===== src/rtl/trap_unit.sv =====
// trap_unit: execute-stage jump/trap resolver. Computes branch and jump
// targets and selects between synchronous exceptions, mret and NUM_IRQ
// edge-latched external interrupts. A handler-active state blocks nested
// interrupts until mret.
module trap_unit #(
  parameter int NUM_IRQ        = 4,
  parameter int IRQ_CAUSE_BASE = 16,
  parameter bit VECTORED       = 1'b1
) (
  input  logic               clk,
  input  logic               rst,
  input  logic               pipe_flush,
  input  logic [31:0]        pc,
  input  logic [31:0]        imm,
  input  logic [31:0]        rs1_rdata,
  input  logic               alu_zero,
  input  logic               base_src,
  input  logic [1:0]         cond,
  input  logic [NUM_IRQ-1:0] irq,
  input  logic [NUM_IRQ-1:0] irq_enable,
  input  logic               global_ie,
  input  logic               ins_illegal,
  input  logic               ins_misalign,
  input  logic               ecall,
  input  logic               ebreak,
  input  logic               store_misalign,
  input  logic               load_misalign,
  input  logic [31:0]        mtvec_rdata,
  input  logic               trap_return,
  input  logic [31:0]        mepc_rdata,
  output logic [31:0]        jump_target,
  output logic               branch_taken,
  output logic               trap_taken,
  output logic [4:0]         trap_cause,
  output logic               trap_is_int,
  output logic [NUM_IRQ-1:0] irq_pending,
  output logic [NUM_IRQ-1:0] irq_ack,
  output logic               in_handler
);

  localparam int IDXW = (NUM_IRQ > 1) ? $clog2(NUM_IRQ) : 1;

  typedef enum logic {IDLE, HANDLER} state_e;

  state_e             state_q, state_d;
  logic [NUM_IRQ-1:0] pending_q, pending_d;
  logic [NUM_IRQ-1:0] irq_prev_q;

  logic               exc, mret_ok, int_ok, irq_hit;
  logic [4:0]         exc_cause, int_cause;
  logic [IDXW-1:0]    irq_idx;
  logic [NUM_IRQ-1:0] masked;
  logic [31:0]        tbase, branch_sum;

  // Exception request and fixed-priority cause encoding.
  always_comb begin
    // NOTE: every always_comb output gets a default first so no path can infer a latch.
    exc_cause = 5'd0;
    if      (ins_illegal)    exc_cause = 5'd2;
    else if (ins_misalign)   exc_cause = 5'd0;
    else if (ecall)          exc_cause = 5'd11;
    else if (ebreak)         exc_cause = 5'd3;
    else if (store_misalign) exc_cause = 5'd6;
    else if (load_misalign)  exc_cause = 5'd4;
  end

  assign exc = !pipe_flush && (ins_illegal || ins_misalign || ecall ||
                               ebreak || store_misalign || load_misalign);

  assign masked = pending_q & irq_enable;

  // Lowest enabled pending channel wins: scan downward so the last hit is the lowest.
  always_comb begin
    irq_hit = 1'b0;
    irq_idx = '0;
    for (int i = NUM_IRQ - 1; i >= 0; i--) begin
      if (masked[i]) begin
        irq_hit = 1'b1;
        irq_idx = IDXW'(i);
      end
    end
  end

  assign int_cause = 5'(IRQ_CAUSE_BASE) + 5'(irq_idx);

  // An exception in the same slot squashes the mret, so the handler stays active.
  assign mret_ok = trap_return && !pipe_flush && !exc;
  assign int_ok  = !pipe_flush && !exc && !trap_return && global_ie &&
                   (state_q == IDLE) && irq_hit;

  assign trap_taken  = exc || int_ok || (trap_return && !pipe_flush);
  assign trap_is_int = int_ok;
  assign trap_cause  = exc ? exc_cause : (int_ok ? int_cause : 5'b11111);
  assign irq_ack     = (int_ok && !rst) ? (NUM_IRQ'(1) << irq_idx) : '0;

  // Pending bits: a rising edge sets, an acknowledge clears, set wins.
  assign pending_d = (pending_q & ~irq_ack) | (irq & ~irq_prev_q);

  // Edge-capture and pending registers. irq_prev keeps tracking the line
  // through reset so a level held across reset is not seen as a new edge.
  always_ff @(posedge clk) begin
    // NOTE: sequential state uses non-blocking assignments so all registers update together.
    irq_prev_q <= irq;
    if (rst) pending_q <= '0;
    else     pending_q <= pending_d;
  end

  // Handler state register.
  always_ff @(posedge clk) begin
    if (rst) state_q <= IDLE;
    else     state_q <= state_d;
  end

  // Handler next-state: enter on an accepted interrupt, leave on a taken mret.
  always_comb begin
    state_d = state_q;
    case (state_q)
      IDLE:    if (int_ok)  state_d = HANDLER;
      HANDLER: if (mret_ok) state_d = IDLE;
      default: state_d = IDLE;
    endcase
  end

  assign in_handler  = (state_q == HANDLER);
  assign irq_pending = pending_q;

  // Branch condition decode; independent of any trap.
  always_comb begin
    case (cond)
      2'd0:    branch_taken = 1'b0;
      2'd1:    branch_taken = 1'b1;
      2'd2:    branch_taken = alu_zero;
      default: branch_taken = !alu_zero;
    endcase
  end

  assign tbase = {mtvec_rdata[31:2], 2'b00};

  // Redirect target: exception, then interrupt, then mret, then jump/branch.
  always_comb begin
    branch_sum = (base_src ? rs1_rdata : pc) + imm;
    if (base_src) branch_sum[0] = 1'b0;
    if (exc)
      jump_target = tbase;
    else if (int_ok)
      jump_target = (VECTORED && mtvec_rdata[1:0] == 2'b01)
                    ? tbase + {25'd0, int_cause, 2'b00} : tbase;
    else if (trap_return && !pipe_flush)
      jump_target = mepc_rdata;
    else
      jump_target = branch_sum;
  end

endmodule

===== config.mk =====
export PLATFORM = sky130hd
export DESIGN_NAME = trap_unit
export DESIGN_NICKNAME = d
export VERILOG_FILES = /design/src/rtl/trap_unit.sv
export SDC_FILE = /design/constraint.sdc
export NUM_CORES = 1
export LEC_CHECK = 0
export CAP_MARGIN = 20
export CELL_PAD_IN_SITES_DETAIL_PLACEMENT = 0
export CELL_PAD_IN_SITES_GLOBAL_PLACEMENT = 1
export CORE_ASPECT_RATIO = 1.1
export CORE_MARGIN = 2
export CORE_UTILIZATION = 24
export DETAILED_ROUTE_END_ITERATION = 8
export PLACE_DENSITY = 0.87
export RECOVER_POWER = 25
export SETUP_SLACK_MARGIN = 0.5
export SLEW_MARGIN = 10
export SYNTH_ARGS = -nofsm -noshare
export SYNTH_HDL_FRONTEND = slang
export SYNTH_SLANG_ARGS = --single-unit

===== constraint.sdc =====
create_clock -name clk -period 4.6 [get_ports clk]
set_input_delay 0.92 -clock clk [delete_from_list [all_inputs] [get_ports clk]]
set_output_delay 0.92 -clock clk [all_outputs]
set_load 0.02 [all_outputs]

---- After elaboration in Yosys (flattened, before gate mapping) ----
Cells that the tools add are included.
word-level totals
  flip-flop bits (word level) ............. 9
operators by class
  add/subtract/negate cells ............... 3
  bitwise operators ....................... 7
  reductions and logical operators ........ 22
  shift-type cells ........................ 1
  mux-type cells .......................... 27
  equality and inequality tests ........... 3
operators with widths
  cell                                                  number
  two-way mux 32 bit                                    5
  adder 32 bit                                          1
  adder 32 x 7 -> 32 bit                                1
  two-way mux 5 bit                                     3
  AND 4 bit                                             3
  two-way mux 4 bit                                     3
  logical AND 1 bit                                     9
  two-way mux 3 bit                                     3
  two-way mux 2 bit                                     4
  NOT 4 bit                                             2
  logical OR 1 bit                                      7
  two-way mux 1 bit                                     7
  adder 5 x 2 -> 5 bit (first input constant)           1
  zero test 1 bit                                       5
  equality test 2 x 1 -> 1 bit (second input constant)  2
  OR 4 bit                                              1
  left shift 1 x 2 -> 4 bit (first input constant)      1
  one-hot mux 1 bit (3 select lines)                    1
  equality test 2 bit (second input constant)           1
  zero test 2 bit                                       1
  one-hot mux 1 bit (2 select lines)                    1
  NOT 1 bit                                             1

---- Logic depth before layout (Yosys ltp) ----
Gate-level depths: netlist of the first run.
  depth in word-level cells ............... 17
  gate-level depth with buffers ........... 15

---- Worst setup path after synthesis of the first run ----
No wires, ideal clock.
  kind .................................... input to output
  start point ............................. input base_src
  end point ............................... output jump_target[29]
  setup slack ............................. -0.406 ns
  arrival ................................. 4.086 ns
  stages .................................. 12
  data required time ...................... 3.680 ns
  buffers on the path ..................... 2
  path through ............................ clkbuf_1 clkbuf_1 mux2_2 ha_1 nand2_1 or3b_4 a21o_1 a31oi_4 o211ai_2 a311o_1 and3_1 a311oi_2
on the way
  cells in the longest elaborated chain, start to end .. 5
RTL lines
  element             line  text
  from (decl)         17    input logic base_src,
  two-way mux 32 bit  141   branch_sum = (base_src ? rs1_rdata : pc) + imm;
  adder 32 bit        141
  two-way mux 32 bit  148   else if (trap_return && !pipe_flush)
  two-way mux 32 bit  145   else if (int_ok)
  two-way mux 32 bit  143   if (exc)
  to (decl)           31    output logic [31:0] jump_target,
Every way passes these cells.

---- Worst setup path in the final report of the first run ----
  start point ............................. input base_src
  end point ............................... output jump_target[31]
The elaborated chain is that of the path after synthesis.

==> results.yml, run 1 <==
status:
  status: "completed"
route:
  wl_mm: 21.1
  via_per_inst: 4.97
  vias: 6366
  ant_nets: 0
  first_pass_iters: 4
  wl_per_cell_um: 16.5
  drt_iter0_markers: 251
  drc: 0
clocking:
  clockRootBuffer: "clkbuf_16"
  hold_buffers: 0
  clk_latency_ps: 230
  h-tree-depth: 1
  clk_pin_slew_ps: 40
  clkSinkCount: 9
  cts_tree: "done"
  cts_made_buffers: 3
  clk_path_buf_depth: 2
placed_design:
  place_hpwl_mm: 16.9
  io_buffers: 231
  dpl_cell_area_mm2: 0.00839
  routabilityCongestion: 0.935
  dp_slack_ps: -618
critical_path:
  path_max_fanout: 7
  required_ps: 3680
  start_kind: "input port"
  critPathCaptureType: "output port"
  arrival_ps: 3670
  crit_type: "input port to output port"
  rr_endpoint: "irq_pending[3]"
  rrSetupSlack_ps: 2670
  reg2reg_from: "in_handler"
  reg2reg_depth: 8
flow_run:
  max_cap_violations: 0
power:
  ir_worst_vdd_mv: 0.115
  power_density_mw_per_mm2: 165
  pwr-share-seq: 0.054
  p_leak_nw: 4.16
  p_int_mw: 0.940
  p_sw_frac: 0.410
  p_switching_mw: 0.653
  finalPower_mw: 1.59
  power_frac_comb: 0.851
  clkPwrFrac: 0.096
final_layout:
  drive_gt1_frac: 0.444
  most-common-layout-cells: "buf_4, clkdlybuf4s50_1, nand2_1"
  syn_to_final_growth_pct: 133
  layout_commonest_cell: "buf_4"
  nFillCells: 1501
  fin_nets: 1265
  final_cell_area_mm2: 0.00966
yosys:
  ys_ff_latch: 9
  synth.area.top_cells: "ha_1, a21oi_1, mux2_2"
  syn_inst: 621
  yosys_warnings: 0
  synth_top_flop_cell: "dfxtp_1"
  avgSynthCellArea_um2: 6.68
  synth_cell_types: 79
  yosys.area.top_type: "ha_1"
  netlist_area_mm2: 0.00415
  synth_edf_count: 0
  synthArstFlopShare: 0
  yosysSeqAreaShare: 0.0434
  synth_top_area_share: 0.0995
  synth_nets: 839
global_routing:
  antenna_found_initial: 1
  grt_pass1_vias: 6389
  grt_max_degree: 29
  overflow: 0
  grt_usage: 0.216
  grt_pass1_wl_mm: 31.9
timing:
  period_share: 0.998
  clock_skew_ps: 1.50
  setup_viol: 0
  hold-worst-slack_ps: 482
  worst_slack_ps: 8.25
  max-slew-margin-rel: 0.572
  tightest_slew_ps: 636
  hold_viol: 0
  fmax_ghz: 0.218
  final.min_clock_period_ps: 4590
  final_max_slew_viol_count: 0
  rsz0062_at_grt: "yes"
  fin_setup_tns_ps: 0
worst_hold_path:
  min_path_cells: 2
  hold_start: "irq_prev_q[0]"
  min_delay_worst_endpoint: "irq_pending[0]"
  holdCritPathClass: "flop to flop"
floorplan:
  coreArea_mm2: 0.0170
  rows: 50
  die-width_um: 129
  start_util: 0.245
  die_area_mm2: 0.0184
  fp.dieH_um: 142
  pin_count: 232
layout make-up:
cell class	count	area, um2	share of cell area
flip-flops and latches	9	180	0.0187
diodes	1	2.50	0.000259
multi-input cells	558	4890	0.507
clock buffers	4	78.8	0.00816
inverters	24	95.1	0.00985
repair buffers	451	4110	0.426
well taps	234	293	0.0303
cells by family (layout without fill, tap and decap cells):
family                     count (synthesis)  in the layout  synth area share
and+or+nand+nor                          230            230             0.282
AOI/OAI and AO/OA                        227            227             0.350
buffers and inverters                     54            479            0.0555
muxes                                     37             37            0.0989
adders and majority gates                 35             35             0.109
xor gates and xnor gates                  29             29            0.0612
DFF                                        9              9            0.0434
other                                      0              1                 0
metrics by stage:
step	util	cells
detailed placement	0.495	1237
finish	0.570	1281
CTS	0.548	1268
global route	0.570	1281
global placement	0.495	1237
floorplan	-	621
synth_stat cells (6+ instances only):
cell type and n:
a211oi_1 6, a21o_1 16, a21oi_1 80, a22o_1 7, a31oi_1 9, and3_1 9
buf_2 10, clkbuf_1 16, dfxtp_1 9, ha_1 33, inv_1 21, mux2_2 32
nand2_1 71, nand2b_1 10, nand3_1 20, nand4_1 11, nor2_1 46, nor2b_1 6
nor3_1 17, nor4_1 9, o21ai_0 47, o221ai_1 6, o22ai_1 10, xnor2_1 20
xor2_1 9
how the worst max path moves through the flow:
stage	from	to	cells after the start
2_1_floorplan	base_src	jump_target[29]	12
3_3_place_gp	irq_enable[2]	jump_target[30]	16
3_5_place_dp	irq_enable[2]	jump_target[28]	17
4_1_cts	base_src	jump_target[30]	15
5_1_grt	base_src	jump_target[31]	14
6_report	base_src	jump_target[31]	14
registers in the layout (all words and copies together) (netlist names):
name         count
in_handler       1
irq_pending      4
irq_prev_q       4
power by group through the flow:
stage / registers (mW) / logic, mW / clock network [mW]
detailed placement: 0.0861 / 1.12 / 0
CTS: 0.0853 / 1.26 / 0.154
floorplan: 0.0887 / 0.555 / 0
global route: 0.0856 / 1.45 / 0.156
global placement: 0.0861 / 1.11 / 0
finish: 0.0854 / 1.35 / 0.152
critical path, cell delays in order:
cell and delay (ps):
buf_12 90, buf_12 130, buf_4 130, mux2_2 350, ha_4 310, and3_4 200
nand4_1 110, a21o_4 230, a21oi_4 180, nor3_4 70, or4b_1 520, o211ai_1 100
a221o_1 200, buf_6 120
what timing repair did:
item                                   in CTS  in global routing
gates cloned                                1                  0
setup endpoints to repair                  43                 32
endpoints found under the hold margin       0                  0
setup buffers                              26                 12
gates resized for setup                   338                 70
pin swaps                                  97                 66
layer usage:
layer	vias to the layer above	part of all wire	wire length, um	GRT usage
met3	39	0.067	1410	0.0407
met4	0	0.028	598	0.0606
met2	193	0.49	10400	0.386
met1	2943	0.41	8670	0.262
li1	3191	-	-	-
met5	-	0	0	0
Power figures use the tool's default switching activity.
==> run 2, diff against run 1 <==
- GPL_ROUTABILITY_DRIVEN: default -> 0
==> run 2 against run 1 <==
Compared with the run above:
- the run now ends with negative setup slack left
- die area unchanged
- utilization down 0.41 points
- power decreased by 1.3%
- clock skew about the same
- first-iteration DRC count shrank 1.2%
- combinational power is essentially flat
- global-route usage grew 0.081 points
- largest power group unchanged
- routed wire length grew 1.6%
==> results.yml, run 2 (same netlist as run 1, synthesis figures left out) <==
critical_path:
  crit_path_start: "base_src"
  start_kind: "input port"
  reg2reg_from: "irq_pending[3]"
  slowest_delay_ps: 420
  crit_type: "input port to output port"
  critPathCaptureType: "output port"
  arrival_ps: 3730
  critPathBufInv: 6
  rr_endpoint: "irq_pending[3]"
  rrSetupSlack_ps: 2080
  critPathTopFamily: "buffers and inverters"
  path_cells: "buf_12, buf_12, mux2_4, ha_4, fa_2, a21oi_4, o21ai_4, a211oi_2, buf_4, buf_4, nor2_4, a21oi_2, buf_4, o21ai_1, xnor2_1, o21ai_2, buf_6"
  cp_common_cell: "buf_4"
  path_max_fanout: 7
  path_depth: 17
  required_ps: 3680
  reg2reg_depth: 15
  cp_slowest_cell: "fa_2"
  endpoint: "jump_target[18]"
clocking:
  clk_latency_ps: 240
  cts_tree: "done"
  cts_made_buffers: 3
  clkSinkCount: 9
  clockRootBuffer: "clkbuf_16"
  h-tree-depth: 1
  clk_pin_slew_ps: 40
  clk_path_buf_depth: 2
route:
  drc: 0
  top_layer: "met4"
  wl_per_cell_um: 16.7
  drt_iter0_markers: 248
  met3_length_mm: 1.41
  vias: 6520
  via_per_inst: 5.07
  drt-met1-wl_mm: 8.70
  first_pass_iters: 6
  dr_wl_met2_mm: 10.6
  ant_nets: 0
  wl_mm: 21.5
timing:
  fmax_ghz: 0.215
  hold-worst-slack_ps: 493
  rsz0062_at_grt: "yes"
  max-slew-margin-rel: 0.753
  period_share: 1.01
  clock_skew_ps: 1.27
  final.min_clock_period_ps: 4650
  tightest_slew_ps: 366
  setup_viol: 4
  worst_slack_ps: -51.7
  hold_viol: 0
  final_max_slew_viol_count: 0
placed_design:
  place_inst: 1232
  place_hpwl_mm: 16.7
  io_buffers: 231
status:
  violations: "negative setup slack"
  status: "finished with violations"
final_layout:
  most-common-layout-cells: "buf_4, clkdlybuf4s50_1, nand2_1"
  fin_nets: 1272
  drive_gt1_frac: 0.436
  syn_to_final_growth_pct: 131
  layout_commonest_cell: "buf_4"
  regArea_um2: 180
  stdcell_count: 1287
  nFillCells: 1552
  n_antenna_cell: 0
  multi_input_area_mm2: 0.00479
flow_run:
  max_cap_violations: 0
global_routing:
  overflow: 0
  grt_pass1_wl_mm: 32.3
  grt_max_degree: 29
  grt_usage: 0.217
  antenna_found_initial: 0
  grt_pass1_vias: 6489
floorplan:
  die-width_um: 129
  fp.dieH_um: 142
  rows: 50
  die_area_mm2: 0.0184
  coreArea_mm2: 0.0170
  start_util: 0.245
  pin_count: 232
power:
  p_sw_frac: 0.413
  power_density_mw_per_mm2: 164
  finalPower_mw: 1.57
  power_frac_comb: 0.845
  p_switching_mw: 0.649
  ir_worst_vdd_mv: 0.158
  clkPwrFrac: 0.100
  p_int_mw: 0.923
  p_leak_nw: 4.08
  pwr-share-seq: 0.054
worst_hold_path:
  hold_start: "irq_prev_q[3]"
  holdCritPathClass: "flop to flop"
[run 2: changes by cell type in the layout (fill, tap and decap cells not counted), moves of 4 or more]
cell             previous run  this run
dlymetal6s2s_1              8         3
a21oi_2                    19        23
buf_4                     196       208
buf_6                      44        40
clkdlybuf4s50_1           155       159
o21ai_2                    11         6
[run 2: power groups by stage]
stage	Sequential [mW]	Combinational (mW)	Clock (mW)
2_1_floorplan	0.0887	0.555	0
3_3_place_gp	0.0862	1.10	0
3_5_place_dp	0.0862	1.11	0
4_1_cts	0.0853	1.23	0.158
5_1_grt	0.0860	1.42	0.163
6_report	0.0856	1.33	0.158
[run 2: what timing repair did]
item                                    CTS  global route
endpoints found under the hold margin     0             0
endpoints found under the setup margin   43            35
gates resized for setup                 306            73
gates cloned                              1             0
pin swaps                                79            88
setup buffers                            39            11
hold buffers                              0             0
[run 2: per-layer routing]
metal / GRT usage / vias up
met5: 0 / -
met4: 0.0727 / 0
met3: 0.0407 / 52
met2: 0.386 / 214
met1: 0.260 / 3044
li1: - / 3210
[run 2: cell type report]
type                    count  area share
clock buffers               3     0.00783
clock inverters             1    0.000522
inverters                  24     0.00966
multi-input cells         558       0.500
flip-flops and latches      9      0.0188
well taps                 234      0.0305
repair buffers            458       0.433
[run 2: how the worst min path moves through the flow]
| stage | to | slack, ps | cells after the start |
|---|---|---|---|
| 3_3_place_gp | irq_pending[2] | 470 | 2 |
| 3_5_place_dp | irq_pending[2] | 480 | 2 |
| 5_1_grt | irq_pending[0] | 510 | 2 |
| 6_report | irq_pending[3] | 490 | 2 |
| 4_1_cts | irq_pending[2] | 480 | 2 |
| 2_1_floorplan | irq_pending[0] | 460 | 2 |
[run 2: worst min-delay path: stages, from the launching register on]
cell and delay (ps):
dfxtp_1 290, nand2b_1 90, a21oi_1 50
[run 2: per-stage QoR]
stage                     TNS (ps)   util  instance area (um2)  setup slack (ps)
after floorplan                  0      -                 4590               184
after global placement      -10690  0.493                 8360              -603
after detailed placement    -11570  0.493                 8360              -645
after CTS                     -113  0.544                 9220             -57.7
after global routing          -979  0.566                 9590              -171
final                         -159  0.566                 9590             -51.7
==> run 3, diff against run 2 <==
- CAP_MARGIN: 20 -> 10
- CTS_CLUSTER_SIZE: default -> 24
==> results of run 3 <==
No change in the layout: final DEF, timing and power equal those of run 2.
